<file path="src/rtl/melody_tone_gen_if.sv">
// Sample-request handshake between the tone source and the codec.
// The tone source is the master; the codec side is the slave.
interface melody_tone_gen_if #(
   parameter int SAMPLE_W = 32
);
   logic                sample_req;
   logic [SAMPLE_W-1:0] sample_out;
   logic                sample_valid;

   modport master (
      input  sample_req,
      output sample_out,
      output sample_valid
   );

   modport slave (
      output sample_req,
      input  sample_out,
      input  sample_valid
   );
endinterface

</file>
<file path="src/rtl/melody_tone_gen.sv">
// Square-wave tone source: prioritised live keys or a sequenced
// melody RAM with per-entry beats, rests, loop and stop.
module melody_tone_gen #(
   parameter int CLK_HZ     = 50000000,
   parameter int NOTE_W     = 20,
   parameter int SAMPLE_W   = 32,
   parameter int AMPLITUDE  = 10000000,
   parameter int NUM_KEYS   = 5,
   parameter int SONG_DEPTH = 64,
   parameter int DUR_W      = 4,
   parameter int BEAT_TICKS = 6250000,
   localparam int ADDR_W    = $clog2(SONG_DEPTH)
) (
   input  logic                   CLOCK_50,
   input  logic                   resetn,
   input  logic [NUM_KEYS-1:0]    key_on,
   input  logic [NUM_KEYS*NOTE_W-1:0] key_period,
   input  logic                   play_start,
   input  logic                   play_stop,
   input  logic                   loop_en,
   input  logic [ADDR_W:0]        song_len,
   input  logic                   wr_en,
   input  logic [ADDR_W-1:0]      wr_addr,
   input  logic [NOTE_W-1:0]      wr_period,
   input  logic [DUR_W-1:0]       wr_beats,
   melody_tone_gen_if.master      aud,
   output logic                   playing,
   output logic                   song_done,
   output logic [ADDR_W-1:0]      cur_index
);

   localparam int BT_W = $clog2(BEAT_TICKS + 1);
   localparam logic [BT_W-1:0] TICK_RELOAD = BT_W'(BEAT_TICKS - 1);
   localparam logic [SAMPLE_W-1:0] POS_AMP = SAMPLE_W'(AMPLITUDE);
   localparam logic [SAMPLE_W-1:0] NEG_AMP = SAMPLE_W'(-AMPLITUDE);

   typedef enum logic [2:0] {
      IDLE, FETCH, LATCH, HOLD, ADVANCE
   } state_t;

   state_t state_q, state_d;

   logic [NOTE_W+DUR_W-1:0] ram [SONG_DEPTH];
   logic [NOTE_W+DUR_W-1:0] rd_q;
   logic [NOTE_W-1:0] rd_per;
   logic [DUR_W-1:0]  rd_beats;

   logic [ADDR_W-1:0] idx_q, idx_d;
   logic [ADDR_W:0]   idx_inc;
   logic [NOTE_W-1:0] per_q, per_d;
   logic [BT_W-1:0]   tick_q, tick_d;
   logic [DUR_W-1:0]  num_q, num_d;
   logic              done_d;
   logic              eos;

   logic [NOTE_W-1:0] key_per;
   logic [NOTE_W-1:0] sel_per;
   logic              silent;
   logic [NOTE_W-1:0] cnt_q;
   logic              phase_q;

   assign rd_per   = rd_q[DUR_W +: NOTE_W];
   assign rd_beats = rd_q[DUR_W-1:0];
   assign idx_inc  = {1'b0, idx_q} + (ADDR_W+1)'(1);
   assign cur_index = idx_q;

   // Melody RAM: synchronous write, registered read of the current index.
   always_ff @(posedge CLOCK_50) begin
      if (wr_en) ram[wr_addr] <= {wr_period, wr_beats};
      rd_q <= ram[idx_q];
   end

   // Sequencer next state; stop beats start, start restarts from 0.
   always_comb begin
      state_d = state_q;
      idx_d   = idx_q;
      per_d   = per_q;
      tick_d  = tick_q;
      num_d   = num_q;
      done_d  = 1'b0;
      eos     = 1'b0;
      if (play_stop) begin
         state_d = IDLE;
         idx_d   = '0;
      end else if (play_start && state_q == IDLE && song_len == '0) begin
         done_d = 1'b1;
      end else if (play_start) begin
         state_d = FETCH;
         idx_d   = '0;
         per_d   = '0;
      end else begin
         unique case (state_q)
            IDLE: begin
               state_d = IDLE;
            end
            FETCH: begin
               state_d = LATCH;
            end
            LATCH: begin
               if (rd_beats == '0) begin
                  eos = 1'b1;
               end else begin
                  per_d   = rd_per;
                  tick_d  = TICK_RELOAD;
                  num_d   = rd_beats - DUR_W'(1);
                  state_d = HOLD;
               end
            end
            HOLD: begin
               if (tick_q != '0) begin
                  tick_d = tick_q - BT_W'(1);
               end else if (num_q != '0) begin
                  num_d  = num_q - DUR_W'(1);
                  tick_d = TICK_RELOAD;
               end else begin
                  state_d = ADVANCE;
               end
            end
            ADVANCE: begin
               if (idx_inc < song_len) begin
                  idx_d   = idx_inc[ADDR_W-1:0];
                  state_d = FETCH;
               end else begin
                  eos = 1'b1;
               end
            end
            default: begin
               state_d = IDLE;
            end
         endcase
         if (eos) begin
            done_d  = 1'b1;
            idx_d   = '0;
            state_d = loop_en ? FETCH : IDLE;
         end
      end
   end

   // Sequencer registers; playing follows the registered state.
   always_ff @(posedge CLOCK_50 or negedge resetn) begin
      if (!resetn) begin
         state_q   <= IDLE;
         idx_q     <= '0;
         per_q     <= '0;
         tick_q    <= '0;
         num_q     <= '0;
         song_done <= 1'b0;
         playing   <= 1'b0;
      end else begin
         state_q   <= state_d;
         idx_q     <= idx_d;
         per_q     <= per_d;
         tick_q    <= tick_d;
         num_q     <= num_d;
         song_done <= done_d;
         playing   <= (state_d != IDLE);
      end
   end

   // Lowest-index asserted key wins.
   always_comb begin
      key_per = '0;
      for (int i = NUM_KEYS - 1; i >= 0; i--) begin
         if (key_on[i]) key_per = key_period[i*NOTE_W +: NOTE_W];
      end
   end

   assign sel_per = playing ? per_q : key_per;
   assign silent  = (sel_per == '0);

   // Half-period down-counter; new periods only load on expiry.
   always_ff @(posedge CLOCK_50 or negedge resetn) begin
      if (!resetn) begin
         cnt_q   <= '0;
         phase_q <= 1'b0;
      end else if (!silent) begin
         if (cnt_q == '0) begin
            cnt_q   <= sel_per;
            phase_q <= ~phase_q;
         end else begin
            cnt_q <= cnt_q - NOTE_W'(1);
         end
      end
   end

   // One sample per request, held between strobes.
   always_ff @(posedge CLOCK_50 or negedge resetn) begin
      if (!resetn) begin
         aud.sample_out   <= '0;
         aud.sample_valid <= 1'b0;
      end else begin
         aud.sample_valid <= aud.sample_req;
         if (aud.sample_req) begin
            if (silent)       aud.sample_out <= '0;
            else if (phase_q) aud.sample_out <= POS_AMP;
            else              aud.sample_out <= NEG_AMP;
         end
      end
   end

endmodule

</file>
<file path="src/flat_wrapper.sv">
// flat-port wrapper written by rule: the top's interface ports become plain ports
module melody_tone_gen_flat 
#(
   parameter int CLK_HZ     = 50000000,
   parameter int NOTE_W     = 20,
   parameter int SAMPLE_W   = 32,
   parameter int AMPLITUDE  = 10000000,
   parameter int NUM_KEYS   = 5,
   parameter int SONG_DEPTH = 64,
   parameter int DUR_W      = 4,
   parameter int BEAT_TICKS = 6250000,
   localparam int ADDR_W    = $clog2(SONG_DEPTH)
)
  (CLOCK_50, resetn, key_on, key_period, play_start, play_stop, loop_en, song_len, wr_en, wr_addr, wr_period, wr_beats, playing, song_done, cur_index, aud_sample_req, aud_sample_out, aud_sample_valid);
  melody_tone_gen_if #(.SAMPLE_W(SAMPLE_W)) aud_i ();
  input  logic CLOCK_50;
  input  logic resetn;
  input  logic [NUM_KEYS-1:0] key_on;
  input  logic [NUM_KEYS*NOTE_W-1:0] key_period;
  input  logic play_start;
  input  logic play_stop;
  input  logic loop_en;
  input  logic [ADDR_W:0] song_len;
  input  logic wr_en;
  input  logic [ADDR_W-1:0] wr_addr;
  input  logic [NOTE_W-1:0] wr_period;
  input  logic [DUR_W-1:0] wr_beats;
  output logic playing;
  output logic song_done;
  output logic [ADDR_W-1:0] cur_index;
  input wire logic [$bits(aud_i.sample_req)-1:0] aud_sample_req;
  output wire logic [$bits(aud_i.sample_out)-1:0] aud_sample_out;
  output wire logic [$bits(aud_i.sample_valid)-1:0] aud_sample_valid;
  assign aud_i.sample_req = aud_sample_req;
  assign aud_sample_out = aud_i.sample_out;
  assign aud_sample_valid = aud_i.sample_valid;
  melody_tone_gen #(.CLK_HZ(CLK_HZ), .NOTE_W(NOTE_W), .SAMPLE_W(SAMPLE_W), .AMPLITUDE(AMPLITUDE), .NUM_KEYS(NUM_KEYS), .SONG_DEPTH(SONG_DEPTH), .DUR_W(DUR_W), .BEAT_TICKS(BEAT_TICKS)) u_core (.CLOCK_50(CLOCK_50), .resetn(resetn), .key_on(key_on), .key_period(key_period), .play_start(play_start), .play_stop(play_stop), .loop_en(loop_en), .song_len(song_len), .wr_en(wr_en), .wr_addr(wr_addr), .wr_period(wr_period), .wr_beats(wr_beats), .aud(aud_i), .playing(playing), .song_done(song_done), .cur_index(cur_index));
endmodule
</file>
<file path="config.mk">
export PLATFORM = sky130hd
export DESIGN_NAME = melody_tone_gen_flat
export DESIGN_NICKNAME = d
export VERILOG_FILES = /design/src/rtl/melody_tone_gen_if.sv /design/src/rtl/melody_tone_gen.sv /design/src/flat_wrapper.sv
export SDC_FILE = /design/constraint.sdc
export NUM_CORES = 2
export LEC_CHECK = 0
export ABC_AREA = 0
export CAP_MARGIN = 40
export CORE_MARGIN = 2
export CORE_UTILIZATION = 48
export CTS_BUF_LIST = sky130_fd_sc_hd__clkbuf_8 sky130_fd_sc_hd__clkbuf_16
export CTS_CLUSTER_DIAMETER = 60
export DETAILED_ROUTE_END_ITERATION = 10
export PLACE_DENSITY = 0.76
export SETUP_SLACK_MARGIN = 0.2
export SYNTH_ARGS = -nofsm -noshare
export SYNTH_HDL_FRONTEND = slang
export SYNTH_SLANG_ARGS = --single-unit
</file>
<file path="constraint.sdc">
create_clock -name CLOCK_50 -period 3.7 [get_ports CLOCK_50]
set_input_delay 0.925 -clock CLOCK_50 [delete_from_list [all_inputs] [get_ports CLOCK_50]]
set_output_delay 0.925 -clock CLOCK_50 [all_outputs]
set_load 0.05 [all_outputs]
</file>
==> reports/summary.log <==
[critical_path] beginning of the worst register-to-register path u_core.cur_index[1]
[finish] area overhead of the layout relative to synthesis 16.2%
[global_route] via count of the first global-routing pass 36900
[timing] setup TNS 0 ns
[floorplan] initial core utilization 0.485
[timing] highest clock rate 289 MHz
[timing] Least-Margin Pin Slew 0.935 ns
[timing] Final Hold Slack 0.162 ns
[critical_path] Req. time, crit path 2.77 ns
[timing] total of endpoints with negative setup slack in the final report 0
[route] antenna-violating nets left 0
[clock_network] number of hold-repair buffers added at the cts stage 0
[pwr] cell area power density 506 nW/um^2
[min_path] Hold Path Class primary input to async pin
[clock_network] TritonCTS buffer count 160
[pwr] Peak supply drop 490 uV
[clock_network] source-to-sink clock delay at the later pin of the worst-skew pair 0.79 ns
[clock_network] number of gates resized after CTS 0
[route] detailed-router iteration count before antenna repair 6
[critical_path] worst reg2reg path depth 12
[synthesis] proportion of netlist area held by the largest area contributor 0.702
[synthesis] count of flip-flops with a built-in enable after synthesis 1536
[global_route] total overflow reported by the global router 0
[route] detail-routed net length per standard cell 27.9 um
[clock_network] clock tree from TritonCTS yes
[finish] final-stage net count 4243
[clock_network] CTS Root Cell sky130_fd_sc_hd__clkbuf_16
[critical_path] Slowest Stage Delay on Critical Path 0.87 ns
[route] total number of vias 37100
[timing] Hold Violations, Final 0
[clock_network] CTS Buffer Depth 3
[synthesis] dominant cell by count in the synthesized netlist sky130_fd_sc_hd__edfxtp_1
[clock_network] number of sinks driven by the clock tree 1643
[clock_network] number of setup buffers added after CTS 1
[run] max-capacitance violation count 0
[placement] Worst Setup Slack post-DPL 0.158 ns
[finish] layout cell share with drive strength beyond 1 0.214
[floorplan] Rows 135
[synthesis] leading area contributor after synthesis sky130_fd_sc_hd__edfxtp_1
[critical_path] Worst Path Max Fanout 16
[clock_network] H-tree depth 4
[synthesis] Cell variety after synth 66
[synthesis] proportion of synthesized chip area in sequential cells 0.741
[route] Starting DRT DRC Count 4795
[synthesis] synthesized cell area 65700 sq um
[route] via density per instance 6.19
[timing] final critical-path share of the clock period 0.934
[timing] worst slew margin relative to its limit 0.377
[critical_path] type of the worst setup path flop to primary output
[route] final routed wirelength across all metal layers 167 mm
[timing] min Tclk post-route 3.46 ns
[critical_path] slack of the worst reg-to-reg path 0.41 ns
[timing] least setup slack across all paths after layout 0.244 ns
[clock_network] clock slew at the register clock pins of the worst setup and hold paths 0.06 ns
[synthesis] cell count after synthesis 3728
[floorplan] die extent in x 374 um
[global_route] initial antenna violation count 21
[global_route] pin count of the biggest net entering global routing 91
[critical_path] startpoint type of the worst setup path flop
[floorplan] vertical die dimension 374 um
[global_route] global-route usage over all layers 0.237
[synthesis] Ys Warns 0
[critical_path] slowest stage cell on the critical path sky130_fd_sc_hd__clkdlybuf4s50_1
[placement] placed wire-length estimate 96.1 mm
[floorplan] die area 140000 sq um
[synthesis] largest cells by area after synthesis sky130_fd_sc_hd__edfxtp_1, sky130_fd_sc_hd__mux4_2, sky130_fd_sc_hd__mux2i_1
[critical_path] critical path endpoint category primary output
[critical_path] Crit path arrival time 2.53 ns
[synthesis] proportion of register bits with asynchronous set or reset after synthesis 0.0505
[floorplan] Core Box Area 136000 sq um
[placement] Port Buffers 182
[floorplan] io pins 190
[synthesis] average cell area after synthesis 17.6 sq um
[timing] worst setup skew after layout 0.0383 ns
[synthesis] most frequent cells after synthesis sky130_fd_sc_hd__edfxtp_1, sky130_fd_sc_hd__mux2i_1, sky130_fd_sc_hd__a21oi_1, sky130_fd_sc_hd__mux4_2, sky130_fd_sc_hd__nand2_1
[synthesis] dominant register cell in the synthesized netlist sky130_fd_sc_hd__edfxtp_1
[critical_path] R2R Path End u_core.cur_index[2]
[global_route] global-route wire length before repair 244 mm
[timing] count of pins over their slew limit 0
[status] outcome finished, final reports clean
[placement] RD Place Congestion 0.900
[finish] Filler Cell Count 9988
[timing] unrepaired setup endpoints after global routing no
[critical_path] worst path cell trace buf_4, clkdlybuf4s50_1
[synthesis] flip-flop and latch count after synthesis 1643
[route] total DRC errors in the routed layout 0
[pwr] Lkg Pwr 24.2 nW
## metrics by stage
stage	cells	power (mW)	utilization	cell area, sq um
detailed placement	5700	23.6	0.526	71300
CTS	5983	38.8	0.563	76300
global route	5983	39.7	0.563	76300
global placement	5686	23.5	0.524	71000
floorplan	3734	22.4	-	65800
finish	5992	38.6	0.563	76300
## how the worst max path moves through the flow
stage                   startpoint  slack, ns                         to  cells after the start
3_5_place_dp             key_on[1]       0.16            u_core.cnt_q[4]                     10
5_1_grt        u_core.cur_index[2]       0.20               cur_index[2]                      2
2_1_floorplan  u_core.cur_index[2]       0.14        u_core.cur_index[2]                     14
6_report       u_core.cur_index[2]       0.24               cur_index[2]                      2
3_3_place_gp             key_on[0]       0.20  u_core.aud.sample_out[23]                      9
4_1_cts        u_core.cur_index[2]       0.22               cur_index[2]                      2
## power by group
part | switching, mW | total [mW] | internal, mW | leakage [nW]
Combinational | 1.38 | 2.45 | 1.06 | 6.59
Sequential | 0.210 | 20.8 | 20.6 | 15.0
Clock | 6.87 | 15.4 | 8.50 | 2.57
Total | 8.47 | 38.6 | 30.2 | 24.2
## state kept, by name, summed over array words and instances, names as in the netlist
name	flops
u_core.aud.sample_out	3
u_core.aud.sample_valid	1
u_core.cnt_q	20
u_core.cur_index	6
u_core.num_q	4
u_core.per_q	20
u_core.phase_q	1
u_core.playing	1
u_core.ram	1536
u_core.rd_q	24
u_core.song_done	1
u_core.state_q	3
u_core.tick_q	23
## layer usage
layer / track usage / wire, um / vias to the layer above
li1: - / - / 15800
met1: 0.319 / 64200 / 18800
met2: 0.384 / 80500 / 2105
met3: 0.0532 / 17700 / 315
met4: 0.0763 / 4870 / 16
met5: 0 / 112 / -
## placed cells by master (no fill, tap or decap), drive strengths merged, types with 20 or more instances in the layout
cell	Yosys	layout
a21oi	258	258
a22oi	20	20
a31oi	26	26
buf	133	281
clkbuf	118	162
clkdlybuf4s50	0	156
clkinv	0	62
dfrtp	83	83
dfxtp	24	24
edfxtp	1536	1536
inv	32	81
mux2	98	98
mux2i	291	291
mux4	216	216
nand2	172	172
nand2b	28	28
nor2	124	124
nor3	23	23
o21ai	144	144
o221ai	105	105
o22a	23	23
o22ai	110	110
## worst max-delay path: cells and delay by family, from the launching register on
| kind | cells | cell delay (ns) |
|---|---|---|
| DFF | 1 | 0.54 |
| buffers and inverters | 2 | 1.20 |
## area by class of cell
type                            count  area (sq um)  share of cell area
Inverter                           32           120             0.00157
Tap cell                         1781          2230              0.0292
Timing Repair Buffer              437          4290              0.0562
Clock buffer                      162          4050              0.0531
Sequential cell                  1643         48700               0.638
Antenna cell                        9          22.5            0.000295
Multi-Input combinational cell   1808         16000               0.210
Clock inverter                    120           908              0.0119
## kinds of logic after synthesis
group	count (synthesis)	share of synthesized area
DFF	1643	0.741
AOI/OAI and AO/OA	733	0.0698
muxes	605	0.135
and+or+nand+nor	445	0.0321
buffers and inverters	283	0.0191
adders and majority gates	12	0.00228
xor gates and xnor gates	6	0.000800
other	1	0.0000571
Power figures use the tool's default switching activity.
